`src/rtl/spi_slave_frame.sv`:
```
// SPI slave frame engine: deserialises {cmd, payload} frames sampled on clk and
// serialises RAM read data onto MISO, with abort detection and response timeout.
module spi_slave_frame #(
  parameter int DATA_W      = 8,
  parameter bit LSB_FIRST   = 1'b0,
  parameter int TX_WAIT_MAX = 16
) (
  input  logic              clk,
  input  logic              rst,
  input  logic              SS_n,
  input  logic              MOSI,
  input  logic              tx_valid,
  input  logic [DATA_W-1:0] tx_data,
  output logic [DATA_W+1:0] rx_data,
  output logic              rx_valid,
  output logic              MISO,
  output logic              frame_err,
  output logic              rd_pending,
  output logic              busy
);

  localparam int FRAME_W = DATA_W + 2;
  localparam int CNT_MAX = (TX_WAIT_MAX > FRAME_W) ? TX_WAIT_MAX : FRAME_W;
  localparam int CNT_W   = $clog2(CNT_MAX + 1);
  localparam logic [CNT_W-1:0] RX_LAST   = CNT_W'(FRAME_W - 2);
  localparam logic [CNT_W-1:0] TX_LAST   = CNT_W'(DATA_W - 1);
  localparam logic [CNT_W-1:0] WAIT_LAST = CNT_W'((TX_WAIT_MAX > 0) ? TX_WAIT_MAX - 1 : 0);

  typedef enum logic [2:0] {
    IDLE, CHK_CMD, WRITE, READ_ADD, READ_DATA, RESP_WAIT, RESP_SHIFT, WAIT_END
  } state_t;

  state_t              state_q, state_d;
  logic [CNT_W-1:0]    cnt;
  logic [FRAME_W-2:0]  rx_shift;
  logic [DATA_W-1:0]   tx_shift;
  logic                abort, rx_done, tx_load, tx_done, timeout;

  // NOTE: every signal written here gets a default first so no latch is inferred.
  always_comb begin
    state_d = state_q;
    abort   = 1'b0;
    rx_done = 1'b0;
    tx_load = 1'b0;
    tx_done = 1'b0;
    timeout = 1'b0;
    unique case (state_q)
      IDLE:      if (!SS_n) state_d = CHK_CMD;
      CHK_CMD: begin
        if (SS_n)            abort   = 1'b1;
        else if (!MOSI)      state_d = WRITE;
        else if (rd_pending) state_d = READ_DATA;
        else                 state_d = READ_ADD;
      end
      WRITE, READ_ADD, READ_DATA: begin
        if (SS_n) abort = 1'b1;
        else if (cnt == RX_LAST) begin
          rx_done = 1'b1;
          state_d = (state_q == READ_DATA) ? RESP_WAIT : WAIT_END;
        end
      end
      RESP_WAIT: begin
        if (SS_n) abort = 1'b1;
        else if (tx_valid) begin
          tx_load = 1'b1;
          state_d = RESP_SHIFT;
        end else if ((TX_WAIT_MAX > 0) && (cnt == WAIT_LAST)) begin
          timeout = 1'b1;
          state_d = WAIT_END;
        end
      end
      RESP_SHIFT: begin
        if (SS_n) abort = 1'b1;
        else if (cnt == TX_LAST) begin
          tx_done = 1'b1;
          state_d = WAIT_END;
        end
      end
      WAIT_END:  if (SS_n) state_d = IDLE;
      default:   state_d = IDLE;
    endcase
    if (abort) state_d = IDLE;
  end

  // NOTE: sequential state uses non-blocking assignments so all registers update together.
  always_ff @(posedge clk) begin
    if (rst) state_q <= IDLE;
    else     state_q <= state_d;
  end

  // cnt tracks cycles spent in the current state: bit index while shifting,
  // elapsed wait while in RESP_WAIT.
  always_ff @(posedge clk) begin
    if (rst) begin
      cnt        <= '0;
      rx_shift   <= '0;
      tx_shift   <= '0;
      rx_data    <= '0;
      rx_valid   <= 1'b0;
      frame_err  <= 1'b0;
      rd_pending <= 1'b0;
    end else begin
      cnt       <= (state_d == state_q) ? cnt + 1'b1 : '0;
      rx_valid  <= rx_done;
      frame_err <= abort | timeout;

      if (state_q == CHK_CMD)
        rx_shift <= {{(FRAME_W-2){1'b0}}, MOSI};
      else if (state_q inside {WRITE, READ_ADD, READ_DATA})
        rx_shift <= {rx_shift[FRAME_W-3:0], MOSI};

      if (rx_done) begin
        rx_data <= {rx_shift, MOSI};
        if (state_q == READ_ADD) rd_pending <= 1'b1;
      end

      if (tx_load)
        tx_shift <= tx_data;
      else if (state_q == RESP_SHIFT)
        tx_shift <= LSB_FIRST ? {1'b0, tx_shift[DATA_W-1:1]} : {tx_shift[DATA_W-2:0], 1'b0};

      if (tx_done) rd_pending <= 1'b0;
    end
  end

  assign MISO = (state_q == RESP_SHIFT) ? (LSB_FIRST ? tx_shift[0] : tx_shift[DATA_W-1]) : 1'b0;
  assign busy = (state_q != IDLE);

endmodule

```
`config.mk`:
```
export PLATFORM = sky130hd
export DESIGN_NAME = spi_slave_frame
export DESIGN_NICKNAME = d
export VERILOG_FILES = /design/src/rtl/spi_slave_frame.sv
export SDC_FILE = /design/constraint.sdc
export NUM_CORES = 1
export LEC_CHECK = 0
export BUFFER_PORTS_ARGS = -buffer_cell sky130_fd_sc_hd__buf_2
export CAP_MARGIN = 25
export CORE_MARGIN = 4
export CORE_UTILIZATION = 45
export DETAILED_ROUTE_END_ITERATION = 10
export GPL_TIMING_DRIVEN = 0
export PLACE_DENSITY = 0.65
export SLEW_MARGIN = 20
export SYNTH_ARGS = -nofsm -noshare
export SYNTH_HDL_FRONTEND = slang
export SYNTH_SLANG_ARGS = --single-unit
```
`constraint.sdc`:
```
create_clock -name clk -period 2.2 [get_ports clk]
set_input_delay 0.11 -clock clk [delete_from_list [all_inputs] [get_ports clk]]
set_output_delay 0.11 -clock clk [all_outputs]
set_load 0.05 [all_outputs]
```
==> results of run 1 <==
[sequential cells by signal, indices dropped and copies added, names as in the netlist]
register / cells
cnt: 5
frame_err: 1
rd_pending: 1
rx_data: 10
rx_shift: 9
rx_valid: 1
state_q: 3
tx_shift: 8
[cells by family after synthesis]
| family | count (synthesis) | share of synthesized area [%] |
|---|---|---|
| and+or+nand+nor | 93 | 23.3 |
| AOI/OAI and AO/OA | 43 | 14.8 |
| DFF | 38 | 41.2 |
| buffers and inverters | 21 | 5.69 |
| muxes | 21 | 12.1 |
| adders and majority gates | 3 | 2.03 |
| xor gates and xnor gates | 2 | 0.948 |
[cells in the mapped netlist, drive strengths merged]
cell and number:
a211oi 6, a21boi 1, a21o 1, a21oi 22, a31o 1, a31oi 4, a41oi 1, and2 1
and2b 1, and3 1, buf 10, clkbuf 3, dfxtp 38, ha 3, inv 8, mux2 1
mux2i 20, nand2 34, nand2b 2, nand3 10, nand3b 2, nand4 1, nor2 30, nor2b 4
nor3 2, nor3b 2, nor4b 1, o211ai 1, o21ai 2, o221ai 1, o22ai 2, o311a 1
or2 1, or4b 1, xnor2 1, xor2 1
[how the worst min path moves through the flow]
stage,endpoint,cells past startpoint,from
finish,tx_shift[0]$_SDFFE_PP0P_,3,tx_data[0]
global route,tx_shift[0]$_SDFFE_PP0P_,3,tx_data[0]
CTS,tx_shift[0]$_SDFFE_PP0P_,3,tx_data[0]
global placement,tx_shift[0]$_SDFFE_PP0P_,3,tx_data[0]
detailed placement,tx_shift[0]$_SDFFE_PP0P_,3,tx_data[0]
floorplan,rx_data[0]$_SDFFE_PP0P_,2,MOSI
[report_power, final]
part,total [mW],switching [mW],internal [mW]
sequential,0.698,0.00440,0.693
clock,0.731,0.248,0.484
combinational,0.119,0.0744,0.0444
[metal layers]
| metal | global-route usage, % | wire length, µm | vias up |
|---|---|---|---|
| met4 | 5.85 | 45 | 0 |
| met2 | 27.2 | 1920 | 43 |
| met3 | 4.99 | 188 | 5 |
| met5 | 0 | 0 | - |
| li1 | - | - | 822 |
| met1 | 20.4 | 1860 | 711 |
[area by class of cell]
type / instances / area, µm²
Buffer: 13 / 75.1
Tap cell: 50 / 62.6
Clock inverter: 2 / 60.1
Fill cell: 399 / 1810
Timing Repair Buffer: 27 / 135
Multi-Input combinational cell: 162 / 987
Clock buffer: 6 / 82.6
Sequential cell: 38 / 761
Inverter: 8 / 30.0
[critical path, delay by kind of cell, from the launching register on]
kind                       cells  cell delay [ns]
and+or+nand+nor                3             0.66
muxes                          1             0.12
DFF                            1             0.33
AOI/OAI and AO/OA              2             0.31
buffers and inverters          1             0.17
adders and majority gates      2             0.38
[through the flow]
stage	hold WS (ns)	std cells	worst slack (ns)	cell area, µm²	power [mW]
5_1_grt	0.0943	306	0.0296	2190	1.60
2_1_floorplan	0.246	221	0.260	1850	0.796
3_5_place_dp	0.397	297	0.125	2040	0.830
3_3_place_gp	0.400	297	0.131	2040	0.830
4_1_cts	0.0851	305	0.101	2180	1.56
6_report	0.0870	306	0.147	2190	1.55
==> results.toml, run 1 <==
[worst_setup_path]
cpPeakStageDelay_ns = 0.45
cpMaxStageDelayCell = "or4b_1"
reg2reg_to = "cnt[4]$_SDFF_PP0_"
path_common_cell = "ha_2"
cp_max_fo = 5
worstReg2RegStart = "cnt[0]$_SDFF_PP0_"
rr_worst_depth = 9
reg2reg_slack_ns = 0.15
critPathCapture = "cnt[4]$_SDFF_PP0_"
cp-start-kind = "flop"
required_ns = 2.42
end_kind = "flop"
timing.critical_path.from = "cnt[0]$_SDFF_PP0_"
path_class = "reg2reg"
worstPathArrival_ns = 2.28
path_cells = "ha_2 -> and3_1 -> ha_2 -> or4b_1 -> o221ai_1 -> o311a_1 -> buf_2 -> nand2_1 -> mux2i_1"

[yosys]
synth.area.top_cells = "dfxtp_1, mux2i_1, nand2_1, nor2_1, a21oi_1"
synth_cell_types = 43
synth_top_area_share_pct = 41.2
ys_seq_elements = 38
syn_nets = 237
syn_avg_cell_area_um2 = 8.36
syn_inst = 221
syn-cell-area_um2 = 1850
yosys.area.top_type = "dfxtp_1"
ys_seq_area_share_pct = 41.2
ys_warn_count = 0

[global_routing]
grt_antenna_before_repair = 0
globalRouteOverflowTotal = 0
first_global_vias = 1467
grt_max_degree = 13
grt_util_all_layers_pct = 16.5
grt_pass1_wl_um = 6690

[floorplan]
fp.dieH_um = 72.1
design.die.area_um2 = 5200
ios = 28
start_util_pct = 46.2
placementRows = 23
fp.coreArea_um2 = 4000
die_x_um = 72.1

[timing]
worst_pin_slew_ns = 0.485
setup_violations = 0
slew_violations = 0
min_period_over_period_pct = 93.3
fin_crit_ns = 2.05
hold_viol = 0
maxSlewHeadroom_pct = 67.7
skew_ns = 0.00186
setup_tns_ns = 0
grt_setup_unrepaired = "false"
clock.fmax_ghz = 0.487

[route]
drt_iter0_drc = 55
vias = 1581
wirelength_um = 4020
via_per_inst = 5.17
ant_nets = 0
drc_errors = 0
wl_per_cell_um = 13.1
dr.pass1.iters = 4

[place]
gp_congestion = 0.853
hpwl_um = 2880
io_buffers = 26

[clock_tree]
cts_max_level = 2
worstSkewPairLatency_ns = 0.29
cts_setup_buffers = 0
clkTransAtPathRegs_ns = 0.07
cts_buffers = 5
cts_tree = "built"
holdBufCountCts = 0
cts.repair.resized = 0
numClockSinks = 38
cts_root_buffer = "clkbuf_8"
clock_path_buffers = 2

[layout]
syn2layout_area_growth_pct = 18.7
nets = 271
diodes = 0
fin_util_pct = 54.8
final_common_cell = "dfxtp_1"
mostFrequentLayoutCells = "dfxtp_1, nand2_1, buf_2"
drive_gt1_share_pct = 20.7

[worst_hold_path]
hp-class = "in2reg"

[status]
status = "completed"

[power]
ir_worst_vdd_v = 0.000442
power.density_nw_per_um2 = 706
leakage_nw = 0.930

[job]
drv_cap = 0
No activity file was read; power rests on OpenSTA's default activity.
==> run 2: changes to the inputs <==
- CORE_UTILIZATION: 45 -> 56
- CTS_CLUSTER_DIAMETER: default -> 40
- PLACE_DENSITY: 0.65 -> default
- PLACE_DENSITY_LB_ADDON: default -> 0.05
==> run 2 against run 1 <==
Against the previous run: sequential power is essentially flat; routed wire length shrank 5.4%; sequential share of layout area grew 1.2 points; critical path type unchanged; maximum frequency shrank 0.17%; largest cell class unchanged; core utilization grew 14 points.
==> results.toml, run 2 (synthesized netlist as in run 1, its figures left out) <==
[route]
vias = 1581
drt_iter0_drc = 113
dr.pass1.iters = 5
wl_per_cell_um = 12.7
via_per_inst = 5.29
ant_nets = 0
wirelength_um = 3800
drc_errors = 0

[timing]
min_period_over_period_pct = 93.5
skew_ns = 0.00470
grt_setup_unrepaired = "false"
setup_tns_ns = 0
worst_pin_slew_ns = 0.495
maxSlewHeadroom_pct = 67.0
fin_crit_ns = 2.06
whs_ns = 0.0404
clock.fmax_ghz = 0.486
hold_viol = 0
slew_violations = 0
setup_violations = 0

[worst_setup_path]
worstSetupPathDepth = 9
cpMaxStageDelayCell = "or4b_1"
reg2reg_slack_ns = 0.14
cp_num_buf_inv = 1
cpPeakStageDelay_ns = 0.47
required_ns = 2.48
cp-start-kind = "flop"
path_delay_family = "simple AND/OR/NAND/NOR gates"
cp_max_fo = 5
rr_worst_depth = 9
worstPathArrival_ns = 2.33
path_class = "reg2reg"
path_common_cell = "ha_2"
path_cells = "ha_2 -> and3_1 -> ha_2 -> or4b_1 -> o221ai_1 -> o311a_1 -> buf_2 -> nand2_1 -> mux2i_1"
end_kind = "flop"

[global_routing]
grt_antenna_before_repair = 0
grt_max_degree = 12
first_global_vias = 1453
grt_pass1_wl_um = 6560
grt_util_all_layers_pct = 19.6
globalRouteOverflowTotal = 0

[place]
gp_congestion = 0.925
hpwl_um = 2680
io_buffers = 26
dp.cells = 291

[clock_tree]
cts_max_level = 2
cts_buffers = 5
cts_tree = "built"
numClockSinks = 38
worstSkewPairLatency_ns = 0.34
clkTransAtPathRegs_ns = 0.11
cts_root_buffer = "clkbuf_4"
clock_path_buffers = 2

[layout]
final_common_cell = "dfxtp_1"
syn2layout_area_growth_pct = 15.1
instances_no_fill = 299
diodes = 0
mostFrequentLayoutCells = "dfxtp_1, nand2_1, buf_2"
regMostFlops = "rx_data"
drive_gt1_share_pct = 21.2
largest_reg_flops = 10
largest_registers = "rx_data x10, rx_shift x9, tx_shift x8"
nets = 271

[power]
total_power_mw = 1.30
ir_worst_vdd_v = 0.000657
leakage_nw = 0.903
power.density_nw_per_um2 = 611

[status]
status = "completed"

[floorplan]
ios = 28
start_util_pct = 59.6
fp.coreArea_um2 = 3100
placementRows = 20
design.die.area_um2 = 4280
die_x_um = 65.4
fp.dieH_um = 65.4

[worst_hold_path]
hp-class = "in2reg"
holdPathStages = 3

[job]
drv_cap = 0
==> run 2: cell count changes in the layout (fill, tap and decap cells not counted), sizes merged <==
cell    delta
bufinv     -1
==> run 2: final cells by class <==
class	instances	area, µm²
clock buffer	6	51.3
clock inverter	1	30.0
fill	278	976
timing repair buffer	27	135
tap	44	55.1
buffer	13	75.1
multi-input combinational	162	987
sequential	38	763
inverter	8	30.0
==> run 2: where the power goes <==
part	switching [mW]	internal (mW)
clock network	0.219	0.264
logic	0.0739	0.0444
registers	0.00451	0.694
total	0.297	1.00
==> run 2: worst register-to-register path, cell delays in order (launching register included) <==
cell      delay [ns]
dfxtp_2         0.34
ha_2            0.19
and3_1          0.15
ha_2            0.18
or4b_1          0.47
o221ai_1        0.09
o311a_1         0.24
buf_2           0.17
nand2_1         0.06
mux2i_1         0.12
==> run 2: through the flow <==
stage / util [%] / setup slack [ns] / cell area, µm²
after CTS: 68.1 / 0.0577 / 2110
after global placement: 65.5 / 0.115 / 2030
final: 68.5 / 0.143 / 2130
after floorplan: - / 0.260 / 1850
after detailed placement: 65.5 / 0.0889 / 2030
after global routing: 68.5 / 0.0309 / 2130
==> run 2: path summary, 6_finish.rpt <==
kind                              end                    start
min reg2reg   rx_data[4]$_SDFFE_PP0P_  rx_data[4]$_SDFFE_PP0P_
min          tx_shift[5]$_SDFFE_PP0P_               tx_data[5]
max                 cnt[2]$_SDFF_PP0_        cnt[0]$_SDFF_PP0_
max reg2reg         cnt[2]$_SDFF_PP0_        cnt[0]$_SDFF_PP0_
==> run 2: repair_timing <==
item / in CTS / in global routing
hold buffers: 0 / 0
gates resized for setup: 0 / 4
setup endpoints to repair: 0 / 3
buffers inserted: 0 / 0
==> run 2: routing by layer <==
layer	global-route usage, %	up-vias	wire length [µm]
met1	26.3	690	1780
met4	6.22	0	42
met3	5.47	4	268
met5	0	-	0
met2	30.3	57	1710
li1	-	830	-
